===== config.mk =====
export PLATFORM = sky130hd
export DESIGN_NAME = pri_decoder
export DESIGN_NICKNAME = d
export VERILOG_FILES = /design/src/rtl/pri_codec_pkg.sv /design/src/rtl/pri_grp_expand.sv /design/src/rtl/pri_decoder.sv
export SDC_FILE = /design/constraint.sdc
export NUM_CORES = 1
export LEC_CHECK = 0
export BUFFER_PORTS_ARGS = -buffer_cell sky130_fd_sc_hd__buf_2
export CAP_MARGIN = 20
export CORE_MARGIN = 2
export CORE_UTILIZATION = 48
export DETAILED_ROUTE_END_ITERATION = 16
export GPL_TIMING_DRIVEN = 0
export PLACE_DENSITY = 0.8
export REMOVE_ABC_BUFFERS = 1
export SLEW_MARGIN = 0
export SYNTH_ARGS = -nofsm -noshare
export SYNTH_HDL_FRONTEND = slang
export SYNTH_SLANG_ARGS = --single-unit

===== constraint.sdc =====
create_clock -name clk -period 1.8 [get_ports clk]
set_input_delay 0 -clock clk [delete_from_list [all_inputs] [get_ports clk]]
set_output_delay 0 -clock clk [all_outputs]
set_load 0.02 [all_outputs]

===== src/rtl/pri_codec_pkg.sv =====
`default_nettype none
// +----------------------------------------------------------------------+
// | pri_codec_pkg : constants and group helpers shared by the codec pair  |
// | Rev 1.0                                                               |
// +----------------------------------------------------------------------+
package pri_codec_pkg;

    localparam int WIDTH   = 55;
    localparam int IDX_W   = 6;
    localparam int GRP_W   = 3;
    localparam int GRP_SZ  = 1 << GRP_W;
    localparam int NUM_GRP = (WIDTH + GRP_SZ - 1) / GRP_SZ;
    localparam int GIDX_W  = IDX_W - GRP_W;

    typedef logic [NUM_GRP-1:0] grp_vec_t;

    function automatic grp_vec_t onehot_grp(input logic [GIDX_W-1:0] g);
        grp_vec_t r;
        r = '0;
        for (int i = 0; i < NUM_GRP; i++) begin
            r[i] = (int'(g) == i);
        end
        return r;
    endfunction

    // Groups strictly below g are entirely covered by a thermometer ending in g.
    function automatic grp_vec_t therm_grp(input logic [GIDX_W-1:0] g);
        grp_vec_t r;
        r = '0;
        for (int i = 0; i < NUM_GRP; i++) begin
            r[i] = (i < int'(g));
        end
        return r;
    endfunction

endpackage
`default_nettype wire


===== src/rtl/pri_grp_expand.sv =====
`default_nettype none
// +----------------------------------------------------------------------+
// | pri_grp_expand : second-level decode of group selects into a vector  |
// | Rev 1.0                                                               |
// +----------------------------------------------------------------------+
module pri_grp_expand
    import pri_codec_pkg::*;
(
    input  logic [NUM_GRP-1:0] grp_sel,
    input  logic [NUM_GRP-1:0] grp_below,
    input  logic [GRP_W-1:0]   l,
    input  logic               therm,
    output logic [WIDTH-1:0]   vec
);

    for (genvar g = 0; g < NUM_GRP; g++) begin : g_grp
        for (genvar b = 0; b < GRP_SZ; b++) begin : g_bit
            // The top group is partial; bits at or above WIDTH do not exist.
            if (g * GRP_SZ + b < WIDTH) begin : g_live
                localparam logic [GRP_W-1:0] C_LJ = GRP_W'(b);
                assign vec[g*GRP_SZ+b] = therm
                    ? (grp_below[g] | (grp_sel[g] & (C_LJ <= l)))
                    : (grp_sel[g] & (C_LJ == l));
            end
        end
    end

endmodule
`default_nettype wire


===== src/rtl/pri_decoder.sv =====
`default_nettype none
// +----------------------------------------------------------------------+
// | pri_decoder : 2-stage streaming index-to-onehot/thermometer decoder  |
// | Rev 1.0                                                               |
// +----------------------------------------------------------------------+
module pri_decoder
    import pri_codec_pkg::*;
#(
    parameter int CNT_W = 16
)
(
    input  logic             clk,
    input  logic             rst_n,
    input  logic             in_valid,
    output logic             in_ready,
    input  logic [IDX_W-1:0] in_idx,
    input  logic             in_therm,
    output logic             out_valid,
    input  logic             out_ready,
    output logic [WIDTH-1:0] out_vec,
    output logic             out_oor,
    output logic [CNT_W-1:0] out_count
);

    localparam logic [IDX_W-1:0] C_WIDTH_IDX = IDX_W'(WIDTH);

    logic               w_adv1;
    logic               w_adv2;
    logic [GIDX_W-1:0]  w_g;
    logic               w_oor;
    logic [WIDTH-1:0]   w_vec;

    logic               r_s1_valid;
    logic [GRP_W-1:0]   r_s1_l;
    logic               r_s1_therm;
    logic               r_s1_oor;
    logic [NUM_GRP-1:0] r_s1_grp_sel;
    logic [NUM_GRP-1:0] r_s1_grp_below;

    logic               r_s2_valid;
    logic [WIDTH-1:0]   r_s2_vec;
    logic               r_s2_oor;
    logic [CNT_W-1:0]   r_count;

    assign w_adv2   = !r_s2_valid || out_ready;
    assign w_adv1   = !r_s1_valid || w_adv2;
    assign in_ready = w_adv1;

    assign w_g   = in_idx[IDX_W-1:GRP_W];
    assign w_oor = (in_idx >= C_WIDTH_IDX);

    always_ff @(posedge clk or negedge rst_n) begin
        if (!rst_n) begin
            r_s1_valid     <= 1'b0;
            r_s1_l         <= '0;
            r_s1_therm     <= 1'b0;
            r_s1_oor       <= 1'b0;
            r_s1_grp_sel   <= '0;
            r_s1_grp_below <= '0;
        end else if (w_adv1) begin
            r_s1_valid <= in_valid;
            if (in_valid) begin
                r_s1_l         <= in_idx[GRP_W-1:0];
                r_s1_therm     <= in_therm;
                r_s1_oor       <= w_oor;
                // Clearing both group vectors makes stage 2 emit all-zero for free.
                r_s1_grp_sel   <= w_oor ? '0 : onehot_grp(w_g);
                r_s1_grp_below <= w_oor ? '0 : therm_grp(w_g);
            end
        end
    end

    pri_grp_expand u_expand (
        .grp_sel   (r_s1_grp_sel),
        .grp_below (r_s1_grp_below),
        .l         (r_s1_l),
        .therm     (r_s1_therm),
        .vec       (w_vec)
    );

    always_ff @(posedge clk or negedge rst_n) begin
        if (!rst_n) begin
            r_s2_valid <= 1'b0;
            r_s2_vec   <= '0;
            r_s2_oor   <= 1'b0;
        end else if (w_adv2) begin
            r_s2_valid <= r_s1_valid;
            if (r_s1_valid) begin
                r_s2_vec <= w_vec;
                r_s2_oor <= r_s1_oor;
            end
        end
    end

    always_ff @(posedge clk or negedge rst_n) begin
        if (!rst_n) begin
            r_count <= '0;
        end else if (r_s2_valid && out_ready && (r_count != '1)) begin
            r_count <= r_count + 1'b1;
        end
    end

    assign out_valid = r_s2_valid;
    assign out_vec   = r_s2_vec;
    assign out_oor   = r_s2_oor;
    assign out_count = r_count;

endmodule
`default_nettype wire

* Yosys cells after proc, flatten, opt, wreduce, memory -nomap -nowiden
Index checks and enable logic that the tools add are counted.
Word-level totals: memories kept 0, bits of input ports 11, logic and storage cells 273, register bits after elaboration 93, ROM bits 0, bits in writable memories 0, latch bits 0, output and inout port bits 74
Cells by class: shift operators 0, magnitude comparators 16, multipliers 0, bitwise logic cells 165, add/sub/neg operators 1, divide/modulo/power cells 0, mux-type cells 57, reduce and logical (&&, ||, !) cells 10, equal/unequal tests 14
Operators by type and width (number):
- 1-bit bitwise AND | 110
- 1-bit two-way mux | 55
- 1-bit OR | 55
- 16-bit by 1-bit adder with 16-bit output (second input constant) | 1
- 16-bit != test (second input constant) | 1
- 7-bit two-way mux | 2
- 3-bit == test (first input constant) | 4
- 3-bit == test (second input constant) | 4
- 3-bit less-or-equal comparator (first input constant) | 4
- 3-bit < comparator (first input constant) | 3
- 2-bit by 3-bit == test with 1-bit output (first input constant) | 2
- 3-bit by 2-bit == test with 1-bit output (second input constant) | 2
- 6-bit >= comparator (second input constant) | 1
- 1-bit by 3-bit less-or-equal comparator with 1-bit output (first input constant) | 2
- 2-bit by 3-bit less-or-equal comparator with 1-bit output (first input constant) | 2
- 3-bit zero test | 2
- 1-bit by 3-bit < comparator with 1-bit output (first input constant) | 2
- 2-bit by 3-bit < comparator with 1-bit output (first input constant) | 2
- 2-bit AND reduction | 2
- 1-bit by 3-bit == test with 1-bit output (first input constant) | 1
- 1-bit logical AND | 2
- 1-bit zero test | 2
- 1-bit logical OR | 2

* Longest topological paths before layout
Gate-level depths: netlist of run 1.
depth after elaboration 4, mapped depth 6, mapped depth without buffers 5

* Modules after synthesis
A second synthesis of run 1 with hierarchy kept.
Second synthesis, totals: cells, all modules 428, area, all modules 4754.6 um^2
By module, submodules not included:
- pri_decoder | cells an instance 276, seq. area each 2327.2 um^2, instances 1, area an instance 3737.3 um^2
- pri_grp_expand | cells an instance 152, seq. area each 0.0 um^2, instances 1, area an instance 1017.2 um^2

* Worst setup path before layout of run 1
No wires, ideal clock.
path type register to register, from reg r_count[0], in the netlist out_count[0], to reg r_count[9], in the netlist out_count[9], clock period less this slack 1.733 ns, required time 1.668 ns, path slack 0.067 ns, buffers on the path 1, library setup time 0.132 ns, stages on the path, launching flop included 7, data arrival time 1.601 ns, cell sequence dfrtp_1 -> ha_1 -> nand4_1 -> o41a_1 -> buf_6 -> nand4_1 -> xnor2_1
Between the ends: longest elaborated chain between the ends 2, elaborated cells between the ends (all ways) 3, classes of those cells add/sub (1); eq/ne (1); reduce/logical (1)
RTL lines:
- start: declaration | RTL line pri_decoder.sv:43 | logic [CNT_W-1:0] r_count;
- start signal: assignment | RTL line pri_decoder.sv:99 | r_count <= r_count + 1'b1;
- branches (longest 2 deep; another with 16-bit by 1-bit adder with 16-bit output)
Several ways; the timed one is not identified. A chain may end at the register's enable or synchronous reset.

* Worst setup path in the final report of run 1
from reg r_count[0], in the netlist out_count[0], to reg r_count[1], in the netlist out_count[1]
Same word-level chain as after synthesis.

==> results of run 1 <==
-- path summary, 6_finish.rpt --
path                                               start                        to  slack [ns]
worst max-delay path            out_count[0]$_DFFE_PN0P_  out_count[1]$_DFFE_PN0P_        0.07
worst min-delay path                           out_ready    r_s1_valid$_DFFE_PN0N_        0.04
worst max register to register  out_count[0]$_DFFE_PN0P_  out_count[1]$_DFFE_PN0P_        0.07
worst min register to register   out_vec[35]$_DFFE_PN0P_   out_vec[35]$_DFFE_PN0P_        0.48
max in group asynchronous                          rst_n   out_vec[28]$_DFFE_PN0P_        0.99
min in group asynchronous                          rst_n   out_vec[53]$_DFFE_PN0P_        0.17
-- power breakdown --
group	internal (mW)	leakage, nW	switching (mW)	total (mW)
clock network	0.550	0.0970	0.747	1.30
registers	2.41	1.22	0.286	2.69
logic	0.515	1.03	0.974	1.49
-- per-layer routing --
metal / part of all wire, % / vias to the layer above / track usage, %
li1: - / 1606 / -
met1: 45 / 1595 / 31.7
met2: 48 / 118 / 32.6
met3: 5.6 / 11 / 5.09
met4: 1.4 / 0 / 6.31
met5: 0 / - / 0
-- state kept, by name, summed over array words and instances, names as in the netlist --
| signal | cells |
|---|---|
| out_valid | 1 |
| out_oor | 1 |
| r_s1_oor | 1 |
| out_count | 16 |
| out_vec | 55 |
| r_s1_grp_below | 7 |
| r_s1_l | 3 |
| r_s1_grp_sel | 7 |
| r_s1_valid | 1 |
| r_s1_therm | 1 |
-- cells by family (layout without fill, tap and decap cells) --
logic type      count (synthesis)  count (layout)
simple gates                  134             134
compound gates                128             128
flops                          93              93
mux                             9               9
xor+xnor                       15              15
fa+ha+maj                       1               1
buf+inv                        42             118
-- repair_timing --
item,CTS,global route
endpoints found under the setup margin,21,47
pin swaps,1,0
hold endpoints to repair,57,0
buffers inserted,2,3
hold buffers,9,0
resized for setup,4,4
-- cell usage in the layout (no fill, tap or decap), types with 2 or more instances in the layout --
cell and instances:
nor2_1 7, and2_1 11, buf_4 6, o21ai_0 57
o41ai_1 3, nand2_1 81, nor3_1 2, nand3_1 6
a31oi_1 29, xor2_1 5, clkbuf_8 10, inv_6 2
nor4_1 3, o31ai_1 2, xnor2_1 10, o21bai_1 2
clkinv_2 2, and3_1 4, dfrtp_1 92, mux2_2 8
o21ai_1 2, dlygate4sd3_1 9, nand2b_1 4, a21o_1 3
nand4_1 8, inv_1 3, clkinv_4 2, and4_1 2
buf_2 83, a21oi_1 27
-- stage by stage --
step           std cells  utilization [%]  worst slack [ns]  instance area, um2  hold WS (ns)
2_1_floorplan        383                -            -0.849                3920        -0.296
3_3_place_gp         572             54.4             -1.27                4470         0.208
3_5_place_dp         573             54.9            -0.281                4510        0.0392
4_1_cts              600             58.6            0.0226                4810        0.0261
5_1_grt              603             59.0           0.00778                4850        0.0862
6_report             603             59.0            0.0691                4850        0.0410
-- worst max-delay path: stages (launching register included) --
cell and delay, ns:
dfrtp_1 0.41, ha_2 0.23, nand4_1 0.10, o41a_1 0.38
buf_4 0.19, mux2_1 0.31
-- cell type report --
type,instances,area [um2],share of cell area (%)
flip-flops and latches,93,2330,48.1
well taps,105,131,2.71
inverters,3,11.3,0.232
clock inverters,6,45.0,0.929
multi-input cells,287,1620,33.3
clock buffers,10,138,2.84
repair buffers,99,578,11.9
==> impl_metrics.json, run 1 <==
{
  "period_needed_ns": 1.73,
  "leakage_nw": 2.35,
  "startpoint_type": "register",
  "yosysTopAreaCell": "dfrtp_1",
  "crit_fanout": 9,
  "irDropWorstVdd_mv": 0.442,
  "drt_pass1_iterations": 4,
  "die_w_um": 96.1,
  "power_mw": 5.48,
  "core_area_um2": 8220,
  "worst_ep_required_time_ns": 2.05,
  "drive_above_1_share_pct": 24.5,
  "power_density_nw_per_um2": 1130,
  "synth_area_leaders": "dfrtp_1 (57%), nand2_1 (7.6%), o21ai_0 (7.0%)",
  "ios": 85,
  "critPathKind": "register to register",
  "io_buffers": 84,
  "synth_common_cells": "dfrtp_1 (93), nand2_1 (83), o21ai_0 (57)",
  "synth_ff_type": "dfrtp_1",
  "fin_crit_sh_pct": 96.2,
  "avgSynthCellArea_um2": 9.66,
  "cts_tree": "yes",
  "row_count": 33,
  "setup_viol": 0,
  "layout.nets": 505,
  "rsz0062_at_grt": "no",
  "yosys.area_share.simple_pct": 15.2,
  "gp_routability_congestion": 0.886,
  "ys_types": 35,
  "drc": 0,
  "synth-xor-area-share_pct": 3.22,
  "grt_pass1_vias": 3099,
  "vias": 3330,
  "yosysMostFrequentCell": "dfrtp_1",
  "ant_nets": 0,
  "outcome": "finished, final reports clean",
  "synth_edf_count": 0,
  "slew_headroom_pct": 44.0,
  "end_kind": "register",
  "start_util_pct": 49.6,
  "wl_per_cell_um": 16.0,
  "finalMaxSlewViolations": 0,
  "synth_fa_ha_area_share_pct": 0.307,
  "maxCapViolations": 0,
  "antenna_cells": 0,
  "synth-seq-cells": 93,
  "hold_viol_final": 0,
  "reg2reg_depth": 5,
  "viasPerCell": 5.52,
  "synth_top_area_share_pct": 57.1,
  "track_usage_pct": 21.8,
  "die_height_um": 96.1,
  "synthCells": 422,
  "totalWireLength_mm": 9.64,
  "arrival_ns": 1.98,
  "clockBufferDepth": 2,
  "yosysWarnings": 0,
  "netlist_area_um2": 4080,
  "num-fill-cells": 706,
  "numCtsBuffers": 9,
  "cts.sinks": 93,
  "grt.overflow.total": 0,
  "insertion_delay_ns": 0.36,
  "grt_pass1_wl_mm": 15.3,
  "fin_tns_setup_ns": 0,
  "skew_ns": 0.0106,
  "ys_seq_area_share_pct": 57.1,
  "place_hpwl_mm": 6.22,
  "synth_top_family_by_area": "compound AO/OA/AOI/OAI gates",
  "htreeDepth": 3,
  "die_area_um2": 9240,
  "async_flop_share_pct": 100,
  "grt_max_degree": 112,
  "synthMuxAreaShare_pct": 2.49,
  "ctsRootBufferMaster": "clkbuf_8",
  "synth-compound-area-share_pct": 17.6,
  "hold_depth": 3,
  "syn2layout_area_growth_pct": 19.0,
  "antenna_found_initial": 0,
  "worst_pin_slew_ns": 0.839,
  "fmax_mhz": 578,
  "hold_path.class": "input pin to register",
  "clk_pin_slew_ns": 0.09,
  "drt_iter0_markers": 248
}
(Power assumes the default switching activity.)
==> run 2: changes to the inputs <==
- PLACE_DENSITY: 0.8 -> 0.79
- SYNTH_HIERARCHICAL: default -> 1
==> impl_metrics.json, run 2 <==
{
  "ios": 85,
  "irDropWorstVdd_mv": 0.736,
  "yosysMostFrequentCell": "dfrtp_1",
  "maxCapViolations": 0,
  "postPlaceCellArea_um2": 5250,
  "clk_pin_slew_ns": 0.09,
  "place_hpwl_mm": 6.90,
  "grt_use_met2_pct": 32.4,
  "seq_area_um2": 2340,
  "fmax_mhz": 577,
  "rsz0062_at_grt": "no",
  "skew_ns": 0.0110,
  "numCtsBuffers": 9,
  "antenna_cells": 0,
  "drive_above_1_share_pct": 38.0,
  "multiInputGateArea_um2": 2220,
  "core_area_um2": 9680,
  "synth_ff_type": "dfrtp_1",
  "finalMaxSlewViolations": 0,
  "hold_viol_final": 0,
  "ys_types": 45,
  "placed_cells": 610,
  "crit_fanout": 29,
  "num-fill-cells": 831,
  "ant_nets": 0,
  "ctsRootBufferMaster": "clkbuf_8",
  "grt_max_degree": 76,
  "slew_headroom_pct": 63.7,
  "grt.busiest_layer": "met2",
  "grt_pass1_wl_mm": 17.1,
  "wl_per_cell_um": 16.3,
  "yosys.area_share.simple_pct": 15.8,
  "largest_register_ffs": 55,
  "fin_crit_sh_pct": 96.3,
  "die_area_um2": 10700,
  "netlist_area_um2": 4750,
  "drt_iter0_markers": 185,
  "synth_area_leaders": "dfrtp_1 (49%), mux2_2 (15%), nand2_1 (3.6%)",
  "cts.sinks": 93,
  "period_needed_ns": 1.73,
  "outcome": "finished, final reports clean",
  "synthMuxAreaShare_pct": 15.6,
  "row_count": 36,
  "setup_viol": 0,
  "synth-seq-cells": 93,
  "die_height_um": 104,
  "synth-xor-area-share_pct": 2.03,
  "vias": 3628,
  "start_util_pct": 49.1,
  "fin_area_um2": 5570,
  "synth_top_family_by_area": "simple AND/OR/NAND/NOR gates",
  "startpoint_type": "register",
  "met3_usage_pct": 4.53,
  "power_density_nw_per_um2": 1030,
  "syn2layout_area_growth_pct": 17.1,
  "htreeDepth": 3,
  "leakage_nw": 2.78,
  "avgSynthCellArea_um2": 11.1,
  "layout.nets": 510,
  "synth_edf_count": 0,
  "worst_ep_required_time_ns": 2.05,
  "drc": 0,
  "layout_common_cells": "dfrtp_1 (88), buf_2 (83), mux2_2 (62), nand2_1 (43), nand3_1 (22)",
  "synth-compound-area-share_pct": 12.2,
  "grt.overflow.total": 0,
  "viasPerCell": 5.71,
  "critPathKind": "register to register",
  "final_cells": 635,
  "yosysTopAreaCell": "dfrtp_1",
  "synthCells": 428,
  "layout_commonest_cell": "dfrtp_1",
  "ys_seq_area_share_pct": 48.9,
  "clockBufferDepth": 2,
  "synth_fa_ha_area_share_pct": 0.263,
  "synth_common_cells": "dfrtp_1 (93), mux2_2 (62), nand2_1 (45)",
  "antenna_found_initial": 0,
  "worst_pin_slew_ns": 0.545,
  "insertion_delay_ns": 0.36,
  "hold_path.class": "input pin to async pin",
  "totalWireLength_mm": 10.3,
  "io_buffers": 84,
  "yosysWarnings": 6,
  "die_w_um": 104,
  "end_kind": "register",
  "grt_pass1_vias": 3491,
  "met1_usage_pct": 25.8,
  "drt_pass1_iterations": 4,
  "cts_tree": "yes",
  "arrival_ns": 1.98,
  "utilization_pct": 57.5,
  "track_usage_pct": 19.6,
  "gp_routability_congestion": 0.814,
  "async_flop_share_pct": 100,
  "synth_top_area_share_pct": 48.9
}
-- run 2: logic make-up (layout without fill, tap and decap cells) --
family                     Yosys count  count (layout)
muxes                               66              66
and+or+nand+nor                    130             130
adders and majority gates            1               1
AOI/OAI and AO/OA                   77              77
xor gates and xnor gates            11              11
buffers and inverters               50             124
DFF                                 93              93
-- run 2: power by group --
group	switching [mW]	internal, mW
combinational	0.940	0.728
sequential	0.365	2.43
clock	0.728	0.534
total	2.03	3.69
-- run 2: path summary, 6_finish.rpt --
| check | end | cells past startpoint | start | slack, ns |
|---|---|---|---|---|
| max in group asynchronous | r_s1_l[1]$_DFFE_PN0P_ | 3 | rst_n | 1.09 |
| setup reg to reg | out_vec[11]$_DFFE_PN0P_ | 4 | r_s1_l[2]$_DFFE_PN0P_ | 0.07 |
| hold / removal | out_vec[13]$_DFFE_PN0P_ | 2 | rst_n | 0.06 |
| hold reg to reg | out_vec[31]$_DFFE_PN0P_ | 1 | out_vec[31]$_DFFE_PN0P_ | 0.51 |
| min in group clk | out_valid$_DFFE_PN0P_ | 3 | out_ready | 0.06 |
| setup / recovery | out_vec[11]$_DFFE_PN0P_ | 4 | r_s1_l[2]$_DFFE_PN0P_ | 0.07 |
-- run 2: layer usage --
| metal | part of all wire, % | wire length (um) |
|---|---|---|
| met5 | 0 | 0 |
| met2 | 48 | 4980 |
| met4 | 0.94 | 97 |
| met1 | 44 | 4580 |
| met3 | 6.6 | 681 |
-- run 2: stage by stage --
stage	hold WS [ns]	TNS (ns)	worst slack, ns	power (mW)
floorplan	-0.296	-30.15	-0.538	3.79
global placement	0.202	-56.93	-0.923	4.32
detailed placement	-0.104	-10.23	-0.374	4.42
CTS	0.0384	0	0.0200	5.72
global route	0.0614	0	0.0113	6.05
finish	0.0556	0	0.0665	5.72
-- run 2: what timing repair did --
item / in CTS / in global routing
endpoints found under the setup margin: 49 / 27
gates cloned: 0 / 0
endpoints found under the hold margin: 106 / 0
setup buffers: 0 / 1
gates resized for setup: 6 / 9
hold buffers: 9 / 0
pin swaps: 0 / 1
-- run 2: area by class of cell --
class                      count  area share (%)
timing repair buffer          98            11.2
inverter                      11           0.742
tap                          133            2.99
clock buffer                  10            2.47
clock inverter                 5           0.652
multi-input combinational    285            39.9
sequential                    93            42.0
-- run 2: worst max-delay path: stages, from the launching register on --
cell and delay, ns:
dfrtp_4 0.57, buf_16 0.20, and3b_1 0.31, a22o_1 0.29
mux2_2 0.25
